==> config.mk <==
export PLATFORM = sky130hd
export DESIGN_NAME = fetch_unit
export DESIGN_NICKNAME = d
export VERILOG_FILES = /design/src/rtl/cpu_pkg.sv /design/src/rtl/fetch_fifo.sv /design/src/rtl/fetch_unit.sv
export SDC_FILE = /design/constraint.sdc
export NUM_CORES = 1
export LEC_CHECK = 0
export ABC_AREA = 1
export CAP_MARGIN = 10
export CELL_PAD_IN_SITES_DETAIL_PLACEMENT = 0
export CELL_PAD_IN_SITES_GLOBAL_PLACEMENT = 1
export CORE_UTILIZATION = 43
export CTS_CLUSTER_SIZE = 8
export DETAILED_ROUTE_END_ITERATION = 7
export MAX_ROUTING_LAYER = met4
export PLACE_DENSITY_LB_ADDON = 0.1
export SYNTH_ARGS = -nofsm -noshare
export SYNTH_HDL_FRONTEND = slang
export SYNTH_HIERARCHICAL = 1
export SYNTH_SLANG_ARGS = --single-unit
==> constraint.sdc <==
create_clock -name clk_i -period 6.4 [get_ports clk_i]
set_input_delay 0.64 -clock clk_i [delete_from_list [all_inputs] [get_ports clk_i]]
set_output_delay 0.64 -clock clk_i [all_outputs]
set_load 0.005 [all_outputs]
==> src/rtl/cpu_pkg.sv <==
// Shared CPU constants and types used by the fetch front end.
package cpu_pkg;

   localparam int unsigned DEFAULT_XLEN = 32;
   localparam int unsigned INSTR_BYTES  = 4;

   // Low PC bits that are forced to zero on any fetch address.
   localparam logic [1:0]  PC_ALIGN_MASK = 2'b11;

   typedef enum logic {
      FETCH_IDLE = 1'b0,
      FETCH_RUN  = 1'b1
   } fetch_state_e;

endpackage : cpu_pkg

==> src/rtl/fetch_fifo.sv <==
// Fetch queue: synchronous FIFO of {instr, pc} entries with a flush that beats push and pop.
module fetch_fifo #(
   parameter  int unsigned WIDTH = 64,
   parameter  int unsigned DEPTH = 4,
   localparam int unsigned CW    = $clog2(DEPTH + 1)
) (
   input  logic             clk,
   input  logic             rst_n,
   input  logic             push,
   input  logic [WIDTH-1:0] push_data,
   input  logic             pop,
   input  logic             flush,
   output logic [CW-1:0]    count,
   output logic [WIDTH-1:0] head
);

   localparam int unsigned PW = $clog2(DEPTH);

   logic [WIDTH-1:0] mem [DEPTH];
   logic [PW-1:0]    wr_ptr_q;
   logic [PW-1:0]    rd_ptr_q;
   logic [CW-1:0]    count_q;

   function automatic logic [PW-1:0] ptr_inc(input logic [PW-1:0] p);
      return (p == PW'(DEPTH - 1)) ? '0 : p + PW'(1);
   endfunction

   // Storage, pointers and occupancy; flush empties the queue without touching storage.
   always_ff @(posedge clk) begin
      if (!rst_n) begin
         mem      <= '{default: '0};
         wr_ptr_q <= '0;
         rd_ptr_q <= '0;
         count_q  <= '0;
      end else if (flush) begin
         wr_ptr_q <= '0;
         rd_ptr_q <= '0;
         count_q  <= '0;
      end else begin
         if (push) begin
            mem[wr_ptr_q] <= push_data;
            wr_ptr_q      <= ptr_inc(wr_ptr_q);
         end
         if (pop) begin
            rd_ptr_q <= ptr_inc(rd_ptr_q);
         end
         count_q <= count_q + CW'(push) - CW'(pop);
      end
   end

   assign count = count_q;
   assign head  = mem[rd_ptr_q];

   // Space is reserved when a request issues, so a push never lands in a full queue.
   assert property (@(posedge clk) disable iff (!rst_n)
                    !(push && !flush && count_q == CW'(DEPTH)));

endmodule : fetch_fifo

==> src/rtl/fetch_unit.sv <==
// Fetch front end: PC register, request issue to a 1-cycle imem, and a buffered valid/ready output.
module fetch_unit
   import cpu_pkg::*;
#(
   parameter int unsigned     XLEN     = DEFAULT_XLEN,
   parameter int unsigned     DEPTH    = 4,
   parameter logic [XLEN-1:0] RESET_PC = '0
) (
   input  logic            clk_i,
   input  logic            rst_i,
   input  logic            start_i,
   input  logic            redirect_valid_i,
   input  logic [XLEN-1:0] redirect_pc_i,
   output logic            imem_req_o,
   output logic [XLEN-1:0] imem_addr_o,
   input  logic [XLEN-1:0] imem_rdata_i,
   output logic            instr_valid_o,
   output logic [XLEN-1:0] instr_o,
   output logic [XLEN-1:0] instr_pc_o,
   input  logic            instr_ready_i
);

   localparam int unsigned CW = $clog2(DEPTH + 1);
   localparam int unsigned OW = CW + 1;

   fetch_state_e    state_q;
   fetch_state_e    state_d;
   logic [XLEN-1:0] fetch_pc_q;
   logic [XLEN-1:0] req_pc_q;
   logic            inflight_q;
   logic            issue;
   logic            pop;
   logic            push;
   logic [CW-1:0]   q_count;
   logic [OW-1:0]   occupancy;
   logic [2*XLEN-1:0] q_head;

   assign pop  = instr_valid_o & instr_ready_i & ~redirect_valid_i;
   assign push = inflight_q & ~redirect_valid_i;

   // Next state and issue decision; occupancy counts the in-flight slot already reserved.
   always_comb begin
      state_d   = state_q;
      issue     = 1'b0;
      occupancy = OW'(q_count) + OW'(inflight_q) - OW'(pop);
      case (state_q)
         FETCH_IDLE: begin
            if (start_i) state_d = FETCH_RUN;
         end
         FETCH_RUN: begin
            if (!redirect_valid_i && occupancy < OW'(DEPTH)) issue = 1'b1;
         end
         default: state_d = FETCH_IDLE;
      endcase
   end

   // State, fetch PC, and tag of the outstanding request.
   always_ff @(posedge clk_i) begin
      if (!rst_i) begin
         state_q    <= FETCH_IDLE;
         fetch_pc_q <= RESET_PC;
         req_pc_q   <= '0;
         inflight_q <= 1'b0;
      end else begin
         state_q    <= state_d;
         inflight_q <= issue;
         if (redirect_valid_i) begin
            fetch_pc_q <= redirect_pc_i & ~XLEN'(PC_ALIGN_MASK);
         end else if (issue) begin
            fetch_pc_q <= fetch_pc_q + XLEN'(INSTR_BYTES);
            req_pc_q   <= fetch_pc_q;
         end
      end
   end

   assign imem_req_o  = issue;
   assign imem_addr_o = fetch_pc_q;

   fetch_fifo #(
      .WIDTH (2 * XLEN),
      .DEPTH (DEPTH)
   ) u_fifo (
      .clk       (clk_i),
      .rst_n     (rst_i),
      .push      (push),
      .push_data ({imem_rdata_i, req_pc_q}),
      .pop       (pop),
      .flush     (redirect_valid_i),
      .count     (q_count),
      .head      (q_head)
   );

   assign instr_valid_o           = (q_count != '0);
   assign {instr_o, instr_pc_o}   = q_head;

endmodule : fetch_unit

==> flow_summary.toml <==
[synthesis]
ys_seq_elements = 325
synth_ff_type = "dfxtp_1"
ys_seq_area_frac = 0.402
synth.distinct_cells = 36
synth_edf_count = 0
synthArstFlopShare = 0
synth_area_per_cell_sq_um = 6.35
syn_area_sq_mm = 0.0162
ys_warn_count = 6
synth_cells = 2550

[routing]
antenna_left = 0
drt_iter0_markers = 854
routed_wl_mm = 41.3
via_count = 14800
post_drt_wl_per_cell_microns = 13.2
vias_per_cell = 4.70
first_pass_iters = 5
drc = 0

[grt]
grt_pass1_vias = 13600
grt-ovfl-total = 0
grt_max_degree = 160
antenna_found_initial = 0
grt_use_total = 0.223
grt_pass1_wl_mm = 68.1

[finish]
nets = 2711
final_layout_size_suffix_gt1_frac = 0.0372
n_antenna_cell = 0
area_delta_synth_final_pct = 16.9
final_area_sq_mm = 0.0189
mostFrequentLayoutCells = "786 x nand2_1, 557 x nor2_1, 323 x dfxtp_1, 319 x inv_1, 161 x clkdlybuf4s50_1"
multi_input_comb_area_sq_mm = 0.00758
final_common_cell = "nand2_1"
regArea_sq_mm = 0.00651
n_fill_cell = 3719

[critical_path]
start_kind = "input pin"
cp-end-kind = "output port"
r2r_cells = 13
rr_endpoint = "imem_addr_o[15]$_SDFFE_PN0P_"
path_class = "input pin to output port"
reg2reg_slack_ns = 3.30
crit_fanout = 34
crit_arrival_ns = 3.93
cp.required_ns = 5.76
rr_startpoint = "u_fifo/count[1]$_SDFF_PP0_"

[die]
rows = 70
ios = 167
core_area_sq_mm = 0.0369
die_y_microns = 196
fp.dieArea_sq_mm = 0.0384
die_w_microns = 196
start_util = 0.439

[job]
maxCapViolations = 0

[pwr]
power_mw = 4.54
peakVddDrop_v = 0.000165
p_per_area_mw_per_mm2 = 240
p_leak_nw = 9.57

[min_path]
hold_end = "u_fifo/mem[253]$_SDFFE_PN0P_"
worstHoldStart = "u_fifo/mem[253]$_SDFFE_PN0P_"
hp-class = "flop to flop"
whs_path_depth = 4

[timing]
final-setup-viol-count = 0
worst_pin_slew_ns = 1.16
min_period_over_period = 0.713
final-hold-violation-count = 0
fmax_ghz = 0.219
whs_ns = 0.504
rsz0062_at_grt = "false"
max-slew-margin-rel = 0.225
layout_min_cycle_time_ns = 4.57
report.final.slew_viol_count = 0
finalClockSkew_ns = 0.0121
finalSetupTns_ns = 0

[clocking]
hold_buffers = 0
cts_made_buffers = 46
cts_sinks = 325
cts_root_buffer = "clkbuf_16"
path_clk_slew_ns = 0.05
cts_resized = 0
cts_buffer_depth = 3
postCtsSetupBuffers = 0
cts_tree = "built"
clk_latency_ns = 0.54
h-tree-depth = 2

[placed_design]
gp_congestion = 0.891
dpl.hpwl_mm = 24.0
portBuffers = 162
placed_area_sq_mm = 0.0177

[run_status]
status = "completed"
[kinds of logic after synthesis]
family,count (synthesis),share of synthesized area
other cells,1,0.000232
compound gates,292,0.101
xor+xnor,7,0.00379
simple gates,1437,0.348
flops,325,0.402
buf+inv,476,0.135
fa+ha+maj,12,0.00974
[power by group]
group,leakage (nW),switching [mW],internal [mW]
Sequential,2.63,0.0442,2.06
Combinational,6.33,0.140,0.107
Clock,0.615,0.843,1.35
[through the flow]
stage | setup slack [ns] | std cells | utilization
floorplan | 3.16 | 2559 | -
global placement | 1.79 | 3086 | 0.479
detailed placement | 1.81 | 3086 | 0.479
CTS | 1.80 | 3139 | 0.513
global route | 1.47 | 3139 | 0.513
finish | 1.83 | 3139 | 0.513
[Yosys cell counts, drive strengths merged (3+ instances only)]
library cell | instances | area, sq um
buf | 128 | 883
nor3 | 11 | 60.1
xor2 | 6 | 52.6
dfxtp | 325 | 6510
o21ai | 122 | 611
nor2 | 570 | 2220
a21oi | 99 | 495
o211ai | 65 | 488
nand3 | 53 | 270
nand4 | 6 | 37.5
ha | 11 | 138
inv | 324 | 1220
clkbuf | 23 | 87.6
nand2 | 795 | 3030
o21a | 3 | 22.5
[layout make-up]
type / instances / area share
clock buffers: 53 / 0.0661
repair buffers: 174 / 0.0913
multi-input cells: 1758 / 0.401
flip-flops and latches: 325 / 0.344
inverters: 325 / 0.0645
well taps: 504 / 0.0333
[per-layer routing]
layer | track usage | share of wire | up-vias
li1 | - | - | 7823
met5 | - | 0 | -
met1 | 0.288 | 0.49 | 6585
met2 | 0.360 | 0.45 | 298
met3 | 0.0368 | 0.045 | 61
met4 | 0.0628 | 0.019 | 0
[worst max-delay path by stage]
| stage | from | slack [ns] | endpoint | cells after the start |
|---|---|---|---|---|
| after CTS | redirect_valid_i | 1.80 | imem_req_o | 15 |
| after floorplan | redirect_valid_i | 3.16 | imem_req_o | 15 |
| after detailed placement | redirect_valid_i | 1.81 | imem_req_o | 15 |
| after global routing | redirect_valid_i | 1.47 | imem_req_o | 15 |
| final | redirect_valid_i | 1.83 | imem_req_o | 15 |
| after global placement | redirect_valid_i | 1.79 | imem_req_o | 15 |
[worst max-delay path, stage by stage]
cell and delay (ns):
clkdlybuf4s50_1 0.39, buf_4 0.26, inv_1 0.50, nand2_1 0.10, nor2_1 0.33, ha_1 0.21, inv_1 0.04, ha_1 0.25
nand2_1 0.05, nor2_2 0.09, nor2_1 0.05, nor2_2 0.14, nand2_4 0.22, inv_2 0.12, clkdlybuf4s50_1 0.50
[flip-flops by register name, summed over array words and instances (netlist names)]
name and count:
inflight_q 1, u_fifo/wr_ptr_q 2, u_fifo/rd_ptr_q 2, u_fifo/mem 256
imem_addr_o 30, req_pc_q 30, state_q 1, u_fifo/count 3
Note: power is estimated with default switching activity, not from simulation.
